--- src/rtl/bsg_dmc_ui_arbiter.sv ---
// bsg_dmc_ui_arbiter
// Round-robin arbiter that shares one bsg_dmc app_* port among num_req_p
// requesters. A grant is a command handshake, followed by the write-data
// burst for writes. Outstanding reads are tracked in an ID FIFO so that
// in-order read returns can be routed back to their owners.
//
// Optional feature macro: BSG_DMC_UI_ARB_REFRESH_STALL_EN
//   defined   : no new grant is made from IDLE while refresh_in_progress_i=1
//               (a CMD/WDATA already in flight completes normally)
//   undefined : refresh_in_progress_i is ignored
//
// Handshake semantics: on the requester side a command is offered with
// req_v_i and consumed by req_yumi_o (a consume pulse, so the requester may
// present its next command on the following cycle); the requester must hold
// req_v/cmd/addr stable until consumed. Write beats work the same way with
// wdata_v_i / wdata_yumi_o. Toward the controller, app_en_o / app_wdf_wren_o
// are valids and app_rdy_i / app_wdf_rdy_i are readies; a transfer happens on
// any cycle where both are high. Read returns have no back-pressure.
module bsg_dmc_ui_arbiter #(
    parameter int num_req_p         = 4,
    parameter int ui_addr_width_p   = 28,
    parameter int ui_data_width_p   = 32,
    parameter int ui_burst_length_p = 8,
    parameter int rd_tag_depth_p    = 4
) (
    input  logic                                          clk_i,
    input  logic                                          reset_n_i,
    input  logic [num_req_p-1:0]                          req_v_i,
    input  logic [num_req_p-1:0]                          req_cmd_i,
    input  logic [num_req_p*ui_addr_width_p-1:0]          req_addr_i,
    output logic [num_req_p-1:0]                          req_yumi_o,
    input  logic [num_req_p-1:0]                          wdata_v_i,
    input  logic [num_req_p*ui_data_width_p-1:0]          wdata_i,
    input  logic [num_req_p*(ui_data_width_p>>3)-1:0]     wmask_i,
    output logic [num_req_p-1:0]                          wdata_yumi_o,
    output logic [num_req_p-1:0]                          rd_v_o,
    output logic [ui_data_width_p-1:0]                    rd_data_o,
    output logic                                          rd_last_o,
    output logic [ui_addr_width_p-1:0]                    app_addr_o,
    output logic [2:0]                                    app_cmd_o,
    output logic                                          app_en_o,
    input  logic                                          app_rdy_i,
    output logic                                          app_wdf_wren_o,
    output logic [ui_data_width_p-1:0]                    app_wdf_data_o,
    output logic [(ui_data_width_p>>3)-1:0]               app_wdf_mask_o,
    output logic                                          app_wdf_end_o,
    input  logic                                          app_wdf_rdy_i,
    input  logic                                          app_rd_data_valid_i,
    input  logic [ui_data_width_p-1:0]                    app_rd_data_i,
    input  logic                                          app_rd_data_end_i,
    input  logic                                          init_calib_complete_i,
    input  logic                                          refresh_in_progress_i,
    output logic [1:0]                                    dbg_state_o,
    output logic [$clog2(rd_tag_depth_p):0]               dbg_rd_count_o
);

    localparam int lg_req_lp = $clog2(num_req_p);
    localparam int mask_w_lp = ui_data_width_p >> 3;
    localparam int beat_w_lp = (ui_burst_length_p > 1) ? $clog2(ui_burst_length_p) : 1;
    localparam int tag_w_lp  = (rd_tag_depth_p > 1) ? $clog2(rd_tag_depth_p) : 1;
    localparam int cnt_w_lp  = $clog2(rd_tag_depth_p) + 1;

    typedef enum logic [1:0] {
        IDLE  = 2'd0,
        CMD   = 2'd1,
        WDATA = 2'd2
    } state_e;

    state_e                 state_r, state_n;
    logic [lg_req_lp-1:0]   gid_r, gid_n;
    logic [lg_req_lp-1:0]   rr_ptr_r, rr_ptr_n;
    logic [beat_w_lp-1:0]   beat_cnt_r, beat_cnt_n;
    logic [num_req_p-1:0]   eligible;
    logic                   grant_v;
    logic [lg_req_lp-1:0]   grant_id;
    logic                   grant_ok;
    logic                   cmd_is_rd;
    logic                   last_beat;
    logic                   wren;

    logic [lg_req_lp-1:0]   tag_mem [rd_tag_depth_p];
    logic [tag_w_lp-1:0]    wr_ptr_r, rd_ptr_r;
    logic [cnt_w_lp-1:0]    count_r, count_n;
    logic                   full_r;
    logic                   empty;
    logic                   push;
    logic                   pop;

`ifdef BSG_DMC_UI_ARB_REFRESH_STALL_EN
    assign grant_ok = init_calib_complete_i & ~refresh_in_progress_i;
`else
    assign grant_ok = init_calib_complete_i;
    logic unused_refresh;
    assign unused_refresh = refresh_in_progress_i;
`endif

    assign cmd_is_rd      = req_cmd_i[gid_r];
    assign last_beat      = (beat_cnt_r == beat_w_lp'(ui_burst_length_p - 1));
    assign empty          = (count_r == '0);
    assign pop            = app_rd_data_valid_i & app_rd_data_end_i & ~empty;
    assign dbg_state_o    = state_r;
    assign dbg_rd_count_o = count_r;

    // Round-robin pick: first eligible requester at or after rr_ptr_r.
    // Reads are only eligible while the ID FIFO has room.
    always_comb begin
        int                   idx;
        logic [lg_req_lp-1:0] idx_l;
        eligible = req_v_i & (~req_cmd_i | {num_req_p{~full_r}});
        grant_v  = 1'b0;
        grant_id = '0;
        idx      = 0;
        idx_l    = '0;
        for (int k = num_req_p - 1; k >= 0; k--) begin
            idx = int'(rr_ptr_r) + k;
            if (idx >= num_req_p) idx = idx - num_req_p;
            idx_l = lg_req_lp'(idx);
            if (eligible[idx_l]) begin
                grant_v  = 1'b1;
                grant_id = idx_l;
            end
        end
    end

    // Next-state and output decode for the IDLE -> CMD -> (WDATA) sequence.
    always_comb begin
        state_n        = state_r;
        gid_n          = gid_r;
        rr_ptr_n       = rr_ptr_r;
        beat_cnt_n     = beat_cnt_r;
        app_en_o       = 1'b0;
        wren           = 1'b0;
        app_wdf_end_o  = 1'b0;
        req_yumi_o     = '0;
        wdata_yumi_o   = '0;
        push           = 1'b0;
        app_addr_o     = req_addr_i[gid_r*ui_addr_width_p +: ui_addr_width_p];
        app_cmd_o      = cmd_is_rd ? 3'b001 : 3'b000;
        app_wdf_data_o = wdata_i[gid_r*ui_data_width_p +: ui_data_width_p];
        app_wdf_mask_o = wmask_i[gid_r*mask_w_lp +: mask_w_lp];
        case (state_r)
            IDLE: begin
                if (grant_ok && grant_v) begin
                    gid_n   = grant_id;
                    state_n = CMD;
                end
            end
            CMD: begin
                app_en_o = 1'b1;
                if (app_rdy_i) begin
                    req_yumi_o[gid_r] = 1'b1;
                    rr_ptr_n = (gid_r == lg_req_lp'(num_req_p - 1)) ? '0 : gid_r + 1'b1;
                    if (cmd_is_rd) begin
                        push    = 1'b1;
                        state_n = IDLE;
                    end else begin
                        beat_cnt_n = '0;
                        state_n    = WDATA;
                    end
                end
            end
            WDATA: begin
                wren          = wdata_v_i[gid_r];
                app_wdf_end_o = last_beat;
                if (wren && app_wdf_rdy_i) begin
                    wdata_yumi_o[gid_r] = 1'b1;
                    beat_cnt_n          = beat_cnt_r + 1'b1;
                    if (last_beat) state_n = IDLE;
                end
            end
            default: state_n = IDLE;
        endcase
    end

    assign app_wdf_wren_o = wren;

    // FSM, grant id, round-robin pointer and beat counter registers.
    always_ff @(posedge clk_i or negedge reset_n_i) begin
        if (!reset_n_i) begin
            state_r    <= IDLE;
            gid_r      <= '0;
            rr_ptr_r   <= '0;
            beat_cnt_r <= '0;
        end else begin
            state_r    <= state_n;
            gid_r      <= gid_n;
            rr_ptr_r   <= rr_ptr_n;
            beat_cnt_r <= beat_cnt_n;
        end
    end

    // Occupancy update; push and pop together leave the count unchanged.
    always_comb begin
        count_n = count_r;
        if (push && !pop)      count_n = count_r + 1'b1;
        else if (pop && !push) count_n = count_r - 1'b1;
    end

    // ID FIFO pointers, count and registered full flag.
    always_ff @(posedge clk_i or negedge reset_n_i) begin
        if (!reset_n_i) begin
            wr_ptr_r <= '0;
            rd_ptr_r <= '0;
            count_r  <= '0;
            full_r   <= 1'b0;
        end else begin
            if (push) wr_ptr_r <= wr_ptr_r + 1'b1;
            if (pop)  rd_ptr_r <= rd_ptr_r + 1'b1;
            count_r <= count_n;
            full_r  <= (count_n == cnt_w_lp'(rd_tag_depth_p));
        end
    end

    // ID FIFO storage; contents need no reset since count gates every read.
    always_ff @(posedge clk_i) begin
        if (push) tag_mem[wr_ptr_r] <= gid_r;
    end

    // Read return routing to the owner at the FIFO head.
    always_comb begin
        rd_v_o    = '0;
        rd_data_o = app_rd_data_i;
        rd_last_o = app_rd_data_valid_i & app_rd_data_end_i & ~empty;
        if (app_rd_data_valid_i && !empty) rd_v_o[tag_mem[rd_ptr_r]] = 1'b1;
    end

`ifndef SYNTHESIS
    // Protocol checks: stable request during CMD, no orphan read data.
    always_ff @(posedge clk_i) begin
        if (reset_n_i) begin
            assert (!(state_r == CMD && !req_v_i[gid_r]))
                else $error("requester %0d dropped req_v during CMD", gid_r);
            assert (!(app_rd_data_valid_i && empty))
                else $error("read data returned with no outstanding read");
        end
    end
`endif

endmodule

--- config.mk ---
export PLATFORM = sky130hd
export DESIGN_NAME = bsg_dmc_ui_arbiter
export DESIGN_NICKNAME = d
export VERILOG_FILES = /design/src/rtl/bsg_dmc_ui_arbiter.sv
export SDC_FILE = /design/constraint.sdc
export NUM_CORES = 1
export LEC_CHECK = 0
export CAP_MARGIN = 10
export CORE_AREA = 8 8 159 161
export DETAILED_ROUTE_END_ITERATION = 7
export DIE_AREA = 0 0 167 169
export PLACE_DENSITY = 0.48
export SLEW_MARGIN = 25
export SYNTH_ARGS = -nofsm -noshare
export SYNTH_HDL_FRONTEND = slang
export SYNTH_SLANG_ARGS = --single-unit
--- constraint.sdc ---
create_clock -name clk_i -period 4.7 [get_ports clk_i]
set_input_delay 0.47 -clock clk_i [delete_from_list [all_inputs] [get_ports clk_i]]
set_output_delay 0.47 -clock clk_i [all_outputs]
set_load 0.005 [all_outputs]
After elaboration in Yosys (flattened, before gate mapping)
Memory sizes are Yosys's and may differ from the RTL's.
Index checks and enable logic that the tools add are counted.
- bits in registers: 17
- bits in writable memories: 8
- input bits: 308
- memories: 1
- $add $sub $neg: 13
- $mul: 1
- magnitude comparators: 12
- equality and inequality tests: 10
- shift-type cells: 3
- multiplexer cells: 55
- bitwise gates (word level): 7
- reduce and logical (&&, ||, !) cells: 17
- memories (memory ; depth ; bits a word ; read ports ; clocked after Yosys merged registers in ; write ports ; line ; RTL):
    tag_mem ; 4 ; 2 ; 1 ; 0 ; 1 ; 81 ; logic [lg_req_lp-1:0] tag_mem [rd_tag_depth_p];
- operators with widths (cell ; count):
    variable part select 128 x 8 -> 32 bit ; 1
    variable part select 112 x 8 -> 28 bit ; 1
    two-way mux 2 bit ; 14
    two-way mux 1 bit ; 21
    two-way mux 4 bit ; 5
    less-than comparator 2 x 3 -> 1 bit, second input constant ; 6
    variable part select 16 x 5 -> 4 bit ; 1
    two-way mux 3 bit ; 5
    binary-select mux 1 bit (select 2 bit) ; 6
    inequality test 2 bit, second input constant ; 5
    >= comparator 3 bit, second input constant ; 3
    AND reduction 4 bit ; 2
    subtractor 2 x 1 -> 2 bit, second input constant ; 4
    logical AND 1 bit ; 7
    adder 2 x 1 -> 2 bit, second input constant ; 3
    adder 2 x 2 -> 3 bit, second input constant ; 2
    adder 3 x 1 -> 3 bit, second input constant ; 2
    equality test 3 bit, second input constant ; 2
    one-hot mux 2 bit (3 select lines) ; 1
    one-hot mux 3 bit (2 select lines) ; 1
    multiplier 2 x 3 -> 5 bit, second input constant ; 1
    AND 4 bit ; 1
    demux 1 bit (select 2 bit) ; 2
    equality test 2 bit, second input constant ; 2
    14 further kinds ; 20

Longest topological paths before layout
Gate-level depths: netlist (run 1).
- depth after elaboration: 12
- depth in mapped cells: 8

Worst setup path after synthesis (run 1)
OpenSTA, ideal clock, no wires.
- path type: register -> output
- start point: register gid_r[0]
- end point: output app_addr_o[1]
- data arrival time: 1.694 ns
- required time: 4.230 ns
- path slack: 2.536 ns
- cell stages (with the launch flop): 5
- cells stage by stage: dfrtp_1 -> buf_2 -> buf_2 -> buf_2 -> mux4_2
- word-level cells in the longest chain between the ends: 2
- ends and longest elaborated chain (what ; line ; RTL):
    start, declared ; 70 ; logic [lg_req_lp-1:0] gid_r, gid_n;
    start signal, assigned ; 186 ; gid_r <= gid_n;
    multiplier 2 x 3 -> 5 bit ; 137 ; app_addr_o = req_addr_i[gid_r*ui_addr_width_p +: ui_addr_width_p];
    variable part select 112 x 8 -> 28 bit ; 137 ;
    end, declared ; 39 ; output logic [ui_addr_width_p-1:0] app_addr_o,
Every way passes these cells.

Worst setup path in the final report (run 1)
- start point: register gid_r[0]
- end point: output wdata_yumi_o[2]
- word-level cells in the longest chain between the ends: 6
- elaborated cells on any way between the ends: 10
- those cells by class: order compare: 2; mux: 6; reduce/logical: 2
- ends and longest elaborated chain (what ; line ; RTL):
    less-than comparator 2 x 3 -> 1 bit (implied by the code) or >= comparator 2 x 1 -> 1 bit (tied branches) ; 166 ; wdata_yumi_o[gid_r] = 1'b1;
    logical AND 1 bit (implied by the code) ; 166 ;
    two-way mux 1 bit (implied by the code) ; 166 ;
    demux 1 bit (select 2 bit) ; 166 ;
    two-way mux 4 bit (*) ; 165 ; if (wren && app_wdf_rdy_i) begin
    two-way mux 4 bit (*) ; 141 ; case (state_r)
    end, declared ; 35 ; output logic [num_req_p-1:0] wdata_yumi_o,
Mark *: on every way between the ends. The rest lies on a longest branch, timed or not. The select of a mux whose other input is x is not followed.

==> metrics.md, run 1 <==
| Metric | Value |
|---|---|
| Tcrit/Tclk final | `0.669` |
| FF+latch area | `673 sq um` |
| Worst Hold Class | `flop to flop` |
| Actual slew at the worst max-slew pin | `0.799 ns` |
| Cts hold-fix bufs | `0` |
| Final core occ | `0.307` |
| Sink Count | `25` |
| Max VDD drop | `0.197 mV` |
| Switching power | `0.954 mW` |
| Mapped Area | `0.00328 sq mm` |
| Power Total | `2.69 mW` |
| Power share of the clock group | `0.071` |
| Vias in the first global route | `4261` |
| TritonCTS clock tree | `built` |
| R2r endpoint | `full_r` |
| Share of layout cells above drive strength 1 | `0.142` |
| Sequential power share | `0.181` |
| Routed WL per cell | `23.9 um` |
| Die width | `167 um` |
| Routed WL | `20600 um` |
| Largest family of logic cells by synthesized area | `multiplexers` |
| Post-synthesis mux area share | `0.477` |
| Final nets | `891` |
| Initial antenna violation count | `4` |
| Via count | `3686` |
| Multi-input logic area | `0.00223 sq mm` |
| Most frequent cells in the layout | `clkdlybuf4s50_1, mux4_2, dfrtp_1, ha_1, nand2_1` |
| Power per cell area | `382 mW/mm^2` |
| Initial DRC Count | `212` |
| 1st-pass router iterations | `6` |
| Capture point of the worst path | `wdata_yumi_o[2]` |
| Max-cap viol count | `0` |
| F_max | `318 MHz` |
| Num ports | `428` |
| Largest net degree at the start of global routing | `48` |
| Worst Setup SP | `gid_r[0]` |
| Starting Density | `0.143` |
| Vias per Instance | `4.28` |
| Ys async rst share | `0.680` |
| Setup WS post-layout | `1.55 ns` |
| CORE AREA | `0.0229 sq mm` |
| Max FO, Critical Path | `31` |
| Sum Neg Setup Slack | `0 ns` |
| Post-synth EDFFs | `8` |
| RSZ-0062 raised after global routing | `false` |
| Most common cell after layout, fill and taps aside | `clkdlybuf4s50_1` |
| Hold Vio Cnt, Final | `0` |
| Die Y | `169 um` |
| Worst relative slew slack | `0.466` |
| First-pass GRT wire length | `29300 um` |
| Yosys reg bits | `25` |
| Dominant synthesized flop cell | `dfrtp_1` |
| Sw Share | `0.355` |
| Crit path capture type | `output port` |
| Reg-to-Reg Start | `gid_r[1]` |
| Clk buf depth | `2` |
| Pins Over Slew Limit | `0` |
| DRC viols | `0` |
| XOR/XNOR share of the synthesized area | `0.0134` |
| WP data arrival | `2.68 ns` |
| GRT overflow | `0` |
| Synth Area in Compound Gates | `0.0431` |
| Tmin final | `3.15 ns` |
| FILL cells | `2327` |
| Setup-failing EPs final | `0` |
| ANT nets after route | `0` |
| Htree depth | `1` |
| Reg2Reg Setup Slack | `2.52 ns` |
| Simple-Gate Fraction of Synth Area | `0.0958` |
| R2r worst-path depth | `5` |
| HPWL Detailed | `18300 um` |
| Final Hold Slack | `0.515 ns` |
| Post-Syn Area per Cell | `12.9 sq um` |
| Sequential-to-total area share from yosys stat | `0.203` |
| Netlist cell types | `42` |
| Port Buffers | `360` |
| DP Worst Slack | `1.78 ns` |
| Post-cts resize count | `0` |
| CP Data Required Time | `4.23 ns` |
| Routability congestion estimate | `0.915` |
| Synth warn | `0` |
| Clock Latency Late Sink | `0.26 ns` |
| Clock slew at reported path FFs | `0.06 ns` |
| Rows | `56` |
| Combinational share of power | `0.748` |
| Post-CTS setup buffers | `0` |
| Status | `complete, no violations` |
| Num CTS Buffers | `3` |
| Full die area | `0.0282 sq mm` |
| Area Growth Syn to Fin | `114%` |
| Internal | `1.73 mW` |
| GRT Util Overall | `0.137` |
| Adder-cell share of the synthesized area | `0.0496` |
| Setup Skew | `0.00171 ns` |
| CP Launch Type | `flop` |
| Root Driver | `clkbuf_16` |
| Critical path type | `flop to output port` |
| Cells after Synth | `255` |
| P_leak | `2.52 nW` |
==> worst min-delay path by stage <==
stage	startpoint	to	slack, ns	cells past startpoint
final	beat_cnt_r[1]	beat_cnt_r[1]	0.51	1
after global placement	beat_cnt_r[1]	beat_cnt_r[1]	0.49	1
after detailed placement	beat_cnt_r[1]	beat_cnt_r[1]	0.50	1
after floorplan	reset_n_i	beat_cnt_r[0]	0.17	0
after CTS	beat_cnt_r[1]	beat_cnt_r[1]	0.52	1
after global routing	rd_ptr_r[1]	rd_ptr_r[1]	0.54	1
==> routing by layer <==
layer	vias to the layer above	global-route usage	share of wire
li1	1603	-	-
met1	1842	0.161	0.37
met2	213	0.233	0.51
met3	24	0.0540	0.10
met4	4	0.0290	0.013
met5	-	0	0.0013
==> cell families after synthesis <==
logic type	after synthesis
muxes	71
buffers and inverters	63
and+or+nand+nor	56
DFF	25
AOI/OAI and AO/OA	21
adders and majority gates	13
xor gates and xnor gates	5
other	1
==> synth_stat cells (2+ instances only) <==
cell type	n	share of area
nand2_1	12	0.014
clkbuf_1	9	0.010
a21oi_1	4	0.0061
nor2b_1	2	0.0038
inv_1	10	0.011
o21ai_0	4	0.0061
nor4_1	2	0.0038
edfxtp_1	8	0.073
buf_2	7	0.011
a22o_1	2	0.0053
dfrtp_1	17	0.13
ha_1	13	0.050
nor3b_1	2	0.0046
and3_1	6	0.011
and2_1	10	0.019
nor2_1	8	0.0092
mux4_2	68	0.47
buf_4	35	0.080
mux2i_1	2	0.0061
nand2b_1	2	0.0038
and3b_1	2	0.0053
a21boi_0	4	0.0092
nand3_1	3	0.0046
xnor2_1	5	0.013
==> registers in the layout (all words and copies together) (netlist names) <==
name,count
full_r,1
gid_r,2
beat_cnt_r,3
wr_ptr_r,2
dbg_rd_count_o,3
dbg_state_o,2
rr_ptr_r,2
tag_mem,8
rd_ptr_r,2
==> power by group through the flow <==
| stage | clock [mW] | combinational [mW] | sequential (mW) |
|---|---|---|---|
| after floorplan | 0 | 1.07 | 0.370 |
| after global placement | 0 | 2.03 | 0.491 |
| after detailed placement | 0 | 2.04 | 0.498 |
| after CTS | 0.197 | 2.06 | 0.496 |
| after global routing | 0.204 | 2.16 | 0.516 |
| final | 0.191 | 2.01 | 0.486 |
==> layout make-up <==
cell class	instances	share of cell area
timing repair buffer	362	0.517
multi-input combinational	168	0.318
sequential	25	0.0958
tap	290	0.0517
clock buffer	3	0.0107
inverter	10	0.00534
clock inverter	1	0.00107
antenna	2	0.000713
==> per-stage QoR <==
step,area (sq um),cells
3_3_place_gp,6940,855
6_report,7020,861
2_1_floorplan,3280,256
3_5_place_dp,6940,855
5_1_grt,7020,861
4_1_cts,7020,859
==> worst max-delay path, cell delays in order (launching register included) <==
cell             delay [ns]
dfrtp_4                0.82
mux4_2                 0.61
and3_1                 0.31
and2_1                 0.21
clkdlybuf4s50_1        0.45
Note: power is estimated with default switching activity, not from simulation.
==> inputs of run 2 (changes only) <==
CORE_AREA = 8 8 161 163   (was 8 8 159 161)
DIE_AREA = 0 0 169 171   (was 0 0 167 169)
PLACE_DENSITY = 0.49   (was 0.48)
clock period = 2.5 ns   (was 4.7 ns; I/O delays follow)
==> run 2 against run 1 <==
Effect of this change:
- routed wire length up 2.5%
- cell area up 1.4%
- flip-flop and latch count unchanged
- non-clock buffer count up 5
- setup slack worse by 1.5 ns
- core utilization about the same
- critical endpoint is now app_addr_o[16]
- largest power group unchanged
- highest routed layer unchanged
==> metrics.md, run 2 (same netlist as run 1, synthesis figures left out) <==
| Metric | Value |
|---|---|
| Most frequent cells in the layout | `clkdlybuf4s50_1, mux4_2, dfrtp_1, ha_1, nand2_1` |
| Power per cell area | `725 mW/mm^2` |
| First-pass GRT wire length | `29200 um` |
| Setup-failing EPs final | `0` |
| Worst Hold Class | `input port to async pin` |
| Vias per Instance | `4.06` |
| Clock slew at reported path FFs | `0.06 ns` |
| WP data arrival | `2.18 ns` |
| Max VDD drop | `0.302 mV` |
| CORE AREA | `0.0233 sq mm` |
| GRT Util Overall | `0.136` |
| TritonCTS clock tree | `built` |
| Sink Count | `25` |
| Initial DRC Count | `158` |
| Post-CTS setup buffers | `0` |
| Power Total | `5.16 mW` |
| Biggest register | `tag_mem` |
| GRT overflow | `0` |
| Post-cts resize count | `0` |
| Pins Over Slew Limit | `0` |
| Most common cell after layout, fill and taps aside | `clkdlybuf4s50_1` |
| Routability congestion estimate | `0.907` |
| Final core occ | `0.306` |
| Critical path type | `flop to output port` |
| Worst relative slew slack | `0.463` |
| HPWL Detailed | `19100 um` |
| 1st-pass router iterations | `4` |
| CP Launch Type | `flop` |
| Crit path capture type | `output port` |
| Area Growth Syn to Fin | `117%` |
| Num ports | `428` |
| CP Data Required Time | `2.25 ns` |
| Routed WL | `21100 um` |
| Max FO, Critical Path | `41` |
| DRC viols | `0` |
| ANT nets after route | `0` |
| Root Driver | `clkbuf_16` |
| Full die area | `0.0289 sq mm` |
| Max reg flops | `8` |
| FILL cells | `2374` |
| Num CTS Buffers | `3` |
| Status | `complete, no violations` |
| Hold Vio Cnt, Final | `0` |
| Die Y | `171 um` |
| Actual slew at the worst max-slew pin | `0.803 ns` |
| Clock Latency Late Sink | `0.26 ns` |
| Vias in the first global route | `4107` |
| Final nets | `896` |
| P_leak | `2.56 nW` |
| Setup Skew | `0.00430 ns` |
| Htree depth | `1` |
| Routed WL per cell | `23.6 um` |
| Largest net degree at the start of global routing | `42` |
| Rows | `56` |
| Starting Density | `0.141` |
| Final Hold Slack | `0.459 ns` |
| Initial antenna violation count | `8` |
| Tcrit/Tclk final | `0.971` |
| Cts hold-fix bufs | `0` |
| Max-cap viol count | `0` |
| Via count | `3630` |
| Clk buf depth | `2` |
| Die width | `169 um` |
| Tmin final | `2.43 ns` |
| F_max | `412 MHz` |
| Share of layout cells above drive strength 1 | `0.152` |
| Port Buffers | `360` |
==> run 2: changes by cell type in the layout (fill, tap and decap cells not counted), sizes merged <==
cell | previous run | this run
diode | 2 | 1
buf | 2 | 7
clkbuf | 3 | 4
clkinvlp | 1 | 0
==> run 2: per-layer routing <==
metal / track usage / vias to the layer above / share of wire
li1: - / 1617 / -
met2: 0.241 / 166 / 0.52
met1: 0.162 / 1793 / 0.38
met5: 0 / - / 0.0039
met3: 0.0461 / 40 / 0.084
met4: 0.0146 / 14 / 0.0089
==> run 2: worst paths after layout <==
| path | depth (start not counted) | end | from | slack [ns] |
|---|---|---|---|---|
| worst min register to register | 1 | beat_cnt_r[2] | beat_cnt_r[2] | 0.51 |
| min in group clk_i | 0 | rd_data_o[17] | app_rd_data_i[17] | 0.50 |
| worst max register to register | 6 | full_r | gid_r[0] | 0.47 |
| worst max-delay path | 3 | app_addr_o[16] | gid_r[0] | 0.07 |
| max in group asynchronous | 1 | gid_r[1] | reset_n_i | 1.46 |
| worst min-delay path | 1 | full_r | reset_n_i | 0.46 |
==> run 2: area by class of cell <==
type | instances | area [sq um] | area share
Clock buffer | 4 | 78.8 | 0.0111
Multi-Input combinational cell | 168 | 2240 | 0.314
Antenna cell | 1 | 2.50 | 0.000351
Timing Repair Buffer | 367 | 3690 | 0.519
Sequential cell | 25 | 673 | 0.0945
Tap cell | 319 | 399 | 0.0561
Inverter | 10 | 37.5 | 0.00527
==> run 2: critical path, stage by stage, from the launching register on <==
cell and delay [ns]:
dfrtp_4 0.46, buf_12 0.28, mux4_2 0.62, clkdlybuf4s50_1 0.50
==> run 2: through the flow <==
step | TNS, ns | setup WS (ns) | std cells | area (sq um)
6_report | 0 | 0.0719 | 894 | 7120
5_1_grt | -0.000238 | -0.000238 | 893 | 7120
4_1_cts | 0 | 0.0218 | 893 | 7110
3_5_place_dp | 0 | 0.131 | 889 | 7040
3_3_place_gp | 0 | 0.151 | 889 | 7040
2_1_floorplan | 0 | 0.556 | 256 | 3280
==> run 2: where the power goes <==
group	total, mW	internal (mW)	switching (mW)
Clock	0.354	0.218	0.137
Combinational	4.06	2.53	1.53
Sequential	0.741	0.584	0.157
Total	5.16	3.33	1.83
